File: src/rtl/alu4_pkg.sv
// alu4_pkg: shared encodings and helpers for the 4-bit slice sequencer.
// Rev 1.0
`default_nettype none

package alu4_pkg;

  typedef enum logic [2:0] {
    OP_ADD = 3'd0,
    OP_SUB = 3'd1,
    OP_AND = 3'd2,
    OP_OR  = 3'd3,
    OP_XOR = 3'd4,
    OP_ADC = 3'd5
  } req_op_e;

  typedef enum logic [1:0] {
    SLC_ADD = 2'd0,
    SLC_AND = 2'd1,
    SLC_OR  = 2'd2,
    SLC_XOR = 2'd3
  } slc_op_e;

  typedef enum logic [1:0] {
    ST_IDLE = 2'd0,
    ST_RUN  = 2'd1,
    ST_DONE = 2'd2
  } state_e;

  function automatic logic is_arith(input logic [2:0] op);
    return (op == OP_ADD) || (op == OP_SUB) || (op == OP_ADC);
  endfunction

  function automatic logic is_reserved(input logic [2:0] op);
    return op > OP_ADC;
  endfunction

  function automatic slc_op_e slc_op_of(input logic [2:0] op);
    slc_op_e f;
    case (op)
      OP_AND:  f = SLC_AND;
      OP_OR:   f = SLC_OR;
      OP_XOR:  f = SLC_XOR;
      default: f = SLC_ADD;
    endcase
    return f;
  endfunction

endpackage

`default_nettype wire

File: src/rtl/alu4_nibble_mux.sv
// alu4_nibble_mux: picks nibble idx of A/B and merges the slice result into that lane.
// Rev 1.0
`default_nettype none

module alu4_nibble_mux #(
  parameter int WIDTH = 16,
  parameter int IDXW  = 2
) (
  input  logic [WIDTH-1:0] a_i,
  input  logic [WIDTH-1:0] b_i,
  input  logic [WIDTH-1:0] res_i,
  input  logic [IDXW-1:0]  idx_i,
  input  logic [3:0]       f_i,
  output logic [3:0]       a_nib_o,
  output logic [3:0]       b_nib_o,
  output logic [WIDTH-1:0] res_o
);

  logic [IDXW+1:0] lsb;

  assign lsb     = {idx_i, 2'b00};
  assign a_nib_o = a_i[lsb +: 4];
  assign b_nib_o = b_i[lsb +: 4];

  always_comb begin
    res_o            = res_i;
    res_o[lsb +: 4]  = f_i;
  end

endmodule

`default_nettype wire

File: src/rtl/alu4_slice_sequencer.sv
// alu4_slice_sequencer: runs a WIDTH-bit op through an external 4-bit ALU slice, one nibble per cycle.
// Rev 1.0
`default_nettype none

module alu4_slice_sequencer
  import alu4_pkg::*;
#(
  parameter int WIDTH = 16
) (
  input  logic             clk,
  input  logic             rst_n,
  input  logic             req_valid_i,
  output logic             req_ready_o,
  input  logic [2:0]       req_op_i,
  input  logic [WIDTH-1:0] req_a_i,
  input  logic [WIDTH-1:0] req_b_i,
  output logic             rsp_valid_o,
  input  logic             rsp_ready_i,
  output logic [WIDTH-1:0] rsp_result_o,
  output logic             rsp_carry_o,
  output logic             rsp_zero_o,
  output logic             rsp_ovf_o,
  output logic             rsp_err_o,
  output logic [3:0]       slc_a_o,
  output logic [3:0]       slc_b_o,
  output logic [1:0]       slc_op_o,
  output logic             slc_cin_o,
  input  logic [3:0]       slc_f_i,
  input  logic             slc_cout_i
);

  localparam int NIB  = WIDTH / 4;
  localparam int IDXW = (NIB > 1) ? $clog2(NIB) : 1;
  localparam logic [IDXW-1:0] LAST_IDX = IDXW'(NIB - 1);

  state_e           state_q, state_d;
  logic [WIDTH-1:0] a_q, a_d, b_q, b_d, result_q, result_d;
  logic [2:0]       op_q, op_d;
  logic [IDXW-1:0]  idx_q, idx_d;
  logic             carry_q, carry_d, err_q, err_d, cflag_q, cflag_d;

  logic [3:0]       a_nib, b_nib;
  logic [WIDTH-1:0] res_merged;
  logic             arith, done;

  alu4_nibble_mux #(.WIDTH(WIDTH), .IDXW(IDXW)) u_mux (
    .a_i     (a_q),
    .b_i     (b_q),
    .res_i   (result_q),
    .idx_i   (idx_q),
    .f_i     (slc_f_i),
    .a_nib_o (a_nib),
    .b_nib_o (b_nib),
    .res_o   (res_merged)
  );

  always_ff @(posedge clk or negedge rst_n) begin
    if (!rst_n) begin
      state_q  <= ST_IDLE;
      a_q      <= '0;
      b_q      <= '0;
      result_q <= '0;
      op_q     <= '0;
      idx_q    <= '0;
      carry_q  <= 1'b0;
      err_q    <= 1'b0;
      cflag_q  <= 1'b0;
    end else begin
      state_q  <= state_d;
      a_q      <= a_d;
      b_q      <= b_d;
      result_q <= result_d;
      op_q     <= op_d;
      idx_q    <= idx_d;
      carry_q  <= carry_d;
      err_q    <= err_d;
      cflag_q  <= cflag_d;
    end
  end

  assign arith = is_arith(op_q);

  always_comb begin
    state_d     = state_q;
    a_d         = a_q;
    b_d         = b_q;
    result_d    = result_q;
    op_d        = op_q;
    idx_d       = idx_q;
    carry_d     = carry_q;
    err_d       = err_q;
    cflag_d     = cflag_q;
    req_ready_o = 1'b0;
    slc_a_o     = 4'd0;
    slc_b_o     = 4'd0;
    slc_op_o    = 2'd0;
    slc_cin_o   = 1'b0;
    case (state_q)
      ST_IDLE: begin
        // Gate with rst_n so ready is low for the whole reset assertion.
        req_ready_o = rst_n;
        if (req_valid_i) begin
          a_d      = req_a_i;
          b_d      = (req_op_i == OP_SUB) ? ~req_b_i : req_b_i;
          op_d     = req_op_i;
          idx_d    = '0;
          result_d = '0;
          err_d    = is_reserved(req_op_i);
          carry_d  = (req_op_i == OP_SUB) ? 1'b1 :
                     (req_op_i == OP_ADC) ? cflag_q : 1'b0;
          state_d  = is_reserved(req_op_i) ? ST_DONE : ST_RUN;
        end
      end
      ST_RUN: begin
        slc_a_o   = a_nib;
        slc_b_o   = b_nib;
        slc_op_o  = slc_op_of(op_q);
        slc_cin_o = arith & carry_q;
        result_d  = res_merged;
        if (arith) carry_d = slc_cout_i;
        idx_d     = idx_q + IDXW'(1);
        if (idx_q == LAST_IDX) state_d = ST_DONE;
      end
      ST_DONE: begin
        if (rsp_ready_i) begin
          if (arith) cflag_d = carry_q;
          state_d = ST_IDLE;
        end
      end
      default: state_d = ST_IDLE;
    endcase
  end

  // Response fields read as zero outside DONE so stale results never leak.
  assign done         = (state_q == ST_DONE);
  assign rsp_valid_o  = done;
  assign rsp_result_o = done ? result_q : '0;
  assign rsp_carry_o  = done & arith & carry_q;
  assign rsp_zero_o   = done & (result_q == '0);
  assign rsp_ovf_o    = done & arith & (a_q[WIDTH-1] == b_q[WIDTH-1])
                        & (result_q[WIDTH-1] != a_q[WIDTH-1]);
  assign rsp_err_o    = done & err_q;

endmodule

`default_nettype wire
File: config.mk
export PLATFORM = sky130hd
export DESIGN_NAME = alu4_slice_sequencer
export DESIGN_NICKNAME = d
export VERILOG_FILES = /design/src/rtl/alu4_pkg.sv /design/src/rtl/alu4_nibble_mux.sv /design/src/rtl/alu4_slice_sequencer.sv
export SDC_FILE = /design/constraint.sdc
export NUM_CORES = 1
export LEC_CHECK = 0
export ABC_CLOCK_PERIOD_IN_PS = 2500
export CAP_MARGIN = 30
export CORE_ASPECT_RATIO = 0.5
export CORE_MARGIN = 2
export CORE_UTILIZATION = 49
export CTS_BUF_LIST = sky130_fd_sc_hd__clkbuf_4 sky130_fd_sc_hd__clkbuf_8 sky130_fd_sc_hd__clkbuf_16
export CTS_CLUSTER_DIAMETER = 200
export DETAILED_ROUTE_END_ITERATION = 10
export HOLD_SLACK_MARGIN = 0.15
export PLACE_DENSITY = 0.92
export SETUP_SLACK_MARGIN = 0.4
export SYNTH_ARGS = -nofsm -noshare
export SYNTH_HDL_FRONTEND = slang
export SYNTH_SLANG_ARGS = --single-unit
File: constraint.sdc
create_clock -name clk -period 2.5 [get_ports clk]
set_input_delay 0.375 -clock clk [delete_from_list [all_inputs] [get_ports clk]]
set_output_delay 0.375 -clock clk [all_outputs]
set_load 0.05 [all_outputs]
==> flow_metrics.py <==
metrics = {
    "outcome": {
        "outcome": "finished clean",
    },
    "power_and_ir_drop": {
        "vdd_drop_max_mv": 0.685,
        "leakage_nw": 2.02,
        "powerDensity_nw_per_um2": 1210,
        "finalPower_mw": 5.53,
    },
    "worst_setup_path": {
        "critPathCaptureType": "primary output",
        "worst_ep_arrival_time_ps": 1750,
        "worstSetupPathType": "flip-flop to primary output",
        "critPathMaxFanout": 4,
        "rr_worst_depth": 6,
        "cp_cell_sequence": "buf_6, mux4_2, and2_4, buf_12",
        "cpPeakStageDelay_ps": 540,
        "cp_data_required_time_ps": 2120,
        "r2r-end": "result_q[12]",
        "reg2reg_slack_ps": 550,
        "startpoint_type": "flip-flop",
        "r2r_start": "idx_q[0]",
        "slowest_stage": "mux4_2",
    },
    "yosys": {
        "synth_edf_count": 0,
        "async_flop_share_pct": 100,
        "netlist.top_cell.by_area": "dfrtp_1",
        "synth_top_area_share_pct": 47.2,
        "syn_nets": 357,
        "yosys_warnings": 0,
        "synth_seq_cells": 58,
        "ys_seq_area_share_pct": 47.2,
        "synth_cell_type_count": 36,
        "synth.avg_cell_area_um2": 10.0,
        "syn-cell-area_um2": 3070,
        "synth.area.top_cells": "dfrtp_1, nand2_1, mux4_2, and2_1, xnor2_1",
        "syn_inst": 307,
        "yosys_most_used_dff": "dfrtp_1",
    },
    "placed_design": {
        "placed_area_um2": 4210,
        "gp_congestion": 0.876,
        "dp_hpwl_um": 5580,
        "place_ws_ps": 403,
        "io_buffers": 76,
        "placedCellCount": 461,
    },
    "sta": {
        "worst_slew_pin_slew_ps": 726,
        "clock.fmax_ghz": 0.471,
        "rsz0062_at_grt": "true",
        "finalCritPeriodShare_pct": 84.8,
        "setup_tns_ps": 0,
        "layout_min_cycle_time_ps": 2120,
        "worst_slack_ps": 379,
        "fin_worst_skew_ps": 6.29,
        "setup_viol": 0,
        "maxSlewHeadroom_pct": 51.6,
        "maxSlewViolCount": 0,
        "hold_viol": 0,
    },
    "cts": {
        "h-tree-depth": 3,
        "clockBufferDepth": 2,
        "tritoncts": "yes",
        "path_clk_slew_ps": 50,
        "cts_hold_buf": 0,
        "clk-insertion-delay-late_ps": 330,
        "cts_buffers": 9,
        "ctsRootBufferMaster": "clkbuf_16",
        "cts_num_sinks": 58,
    },
    "routing": {
        "wl_met2_um": 4400,
        "drtPass1Iterations": 5,
        "wl_um": 9100,
        "drt_iter0_drc": 281,
        "wl_per_cell_um": 19.0,
        "wirelength_met1_um": 3510,
        "ant_nets": 0,
        "wl_met3_um": 776,
        "num_vias": 2721,
        "vias_per_cell": 5.69,
        "top_layer": "met4",
        "route.detailed.drc": 0,
    },
    "layout": {
        "drive_gt1_share_pct": 24.1,
        "design_area_um2": 4560,
        "instances_no_fill": 478,
        "fill_cells": 368,
        "syn_to_final_growth_pct": 48.4,
        "antenna_cells": 0,
        "nets": 436,
    },
    "grt": {
        "grt_antenna_before_repair": 0,
        "track_usage_pct": 27.3,
        "globalRoute.totalOverflow": 0,
        "grt_start_max_net_pins": 59,
        "grt_pass1_vias": 2743,
        "grt_pass1_wl_um": 13900,
    },
    "floorplan": {
        "ios": 77,
        "core_um2": 6060,
        "placementRows": 20,
        "die_y_um": 60.0,
        "start_util_pct": 50.7,
        "dieArea_um2": 6960,
        "die_w_um": 116,
    },
    "run": {
        "maxCapViolations": 0,
    },
    "hold_path": {
        "hold_class": "primary input to async pin",
    },
}
## state kept, by name, summed over array words and instances (netlist names)
signal / flops
b_q: 16
result_q: 16
err_q: 1
carry_q: 1
state_q: 2
a_q: 16
idx_q: 2
cflag_q: 1
op_q: 3
## worst max path at each step
stage                          start     endpoint  slack (ps)  cells after the start
after detailed placement  state_q[0]  slc_op_o[0]         400                      3
after global routing        idx_q[0]   slc_b_o[1]         340                      4
after CTS                    op_q[2]  slc_op_o[1]         350                      4
after floorplan           state_q[1]   rsp_zero_o         390                      4
after global placement    state_q[0]  slc_op_o[0]         470                      3
final                       idx_q[0]   slc_b_o[1]         380                      4
## critical path, delay by kind of cell, from the launching register on
kind                   cells  cell delay (ps)
and+or+nand+nor            1              190
muxes                      1              540
DFF                        1              400
buffers and inverters      2              290
## cell usage in the layout, fill, tap and decap left out, drive strengths merged, types with 3 or more instances in the layout
cell type      Yosys  final
and2              27     27
nor4b              3      3
nand3              3      3
a21oi              3      3
ha                 6      6
mux4               8      8
xnor2             17     17
nor2               3      3
a21o               3      3
nand2             84     84
clkinv             0      3
nand2b             8      8
a22o              14     14
nor2b              5      5
buf                9     44
clkbuf            11     13
o21ai             20     20
nor3b              3      3
clkdlybuf4s50      0     42
dfrtp             58     58
nor4               5      5
## Yosys cell counts, types with 2 or more instances
library cell  count
inv_1             2
mux4_2            8
and3_1            2
xnor2_1          17
a21o_1            3
a22o_1           14
o21ai_0          20
nor4_1            5
mux2_2            2
dfrtp_1          58
nand2b_1          7
clkbuf_1         11
a32o_1            2
nor2b_1           5
a21oi_1           3
nor2_1            3
nor3_1            2
nand3_1           3
ha_1              6
nor4b_2           2
nand2_1          84
nor3b_1           2
buf_2             4
buf_6             4
and2_1           27
## metal layers
metal / GRT usage [%] / up-vias
met5: 0 / -
met3: 8.32 / 48
met2: 44.8 / 184
met1: 33.0 / 1293
met4: 14.8 / 0
li1: - / 1196
## layout make-up
cell class	instances	area [µm²]	share of cell area, %
Clock buffer	12	260	5.71
Inverter	2	7.51	0.165
Clock inverter	3	15.0	0.329
Multi-Input combinational cell	227	1560	34.1
Sequential cell	58	1460	31.9
Tap cell	88	110	2.41
Timing Repair Buffer	88	1150	25.3
## logic make-up (layout without fill, tap and decap cells)
kind of cell	after synthesis	count (layout)	synth area share (%)
AND/OR/NAND/NOR	149	149	25.0
multiplexers	10	10	6.60
flip-flops	58	58	47.2
AO/OA/AOI/OAI	45	45	9.89
XOR/XNOR	17	17	4.85
buffers and inverters	22	105	3.95
adder cells (fa/ha/maj)	6	6	2.44
## stage by stage
| stage | hold slack, ps | utilization (%) |
|---|---|---|
| after floorplan | 79.4 | - |
| after global placement | 454 | 69.5 |
| after detailed placement | 466 | 69.5 |
| after CTS | 261 | 74.7 |
| after global routing | 300 | 75.3 |
| final | 253 | 75.3 |
## power by group
part           internal (mW)  total, mW  leakage (nW)  switching, mW
Combinational           1.25       2.77          1.14           1.52
Clock                  0.722       1.13         0.142          0.405
Sequential              1.31       1.63         0.738          0.320
## repair_timing
item	CTS	global route
setup buffers	2	0
gates resized for setup	12	15
pin swaps	0	4
setup endpoints to repair	30	28
(Power assumes the default switching activity.)
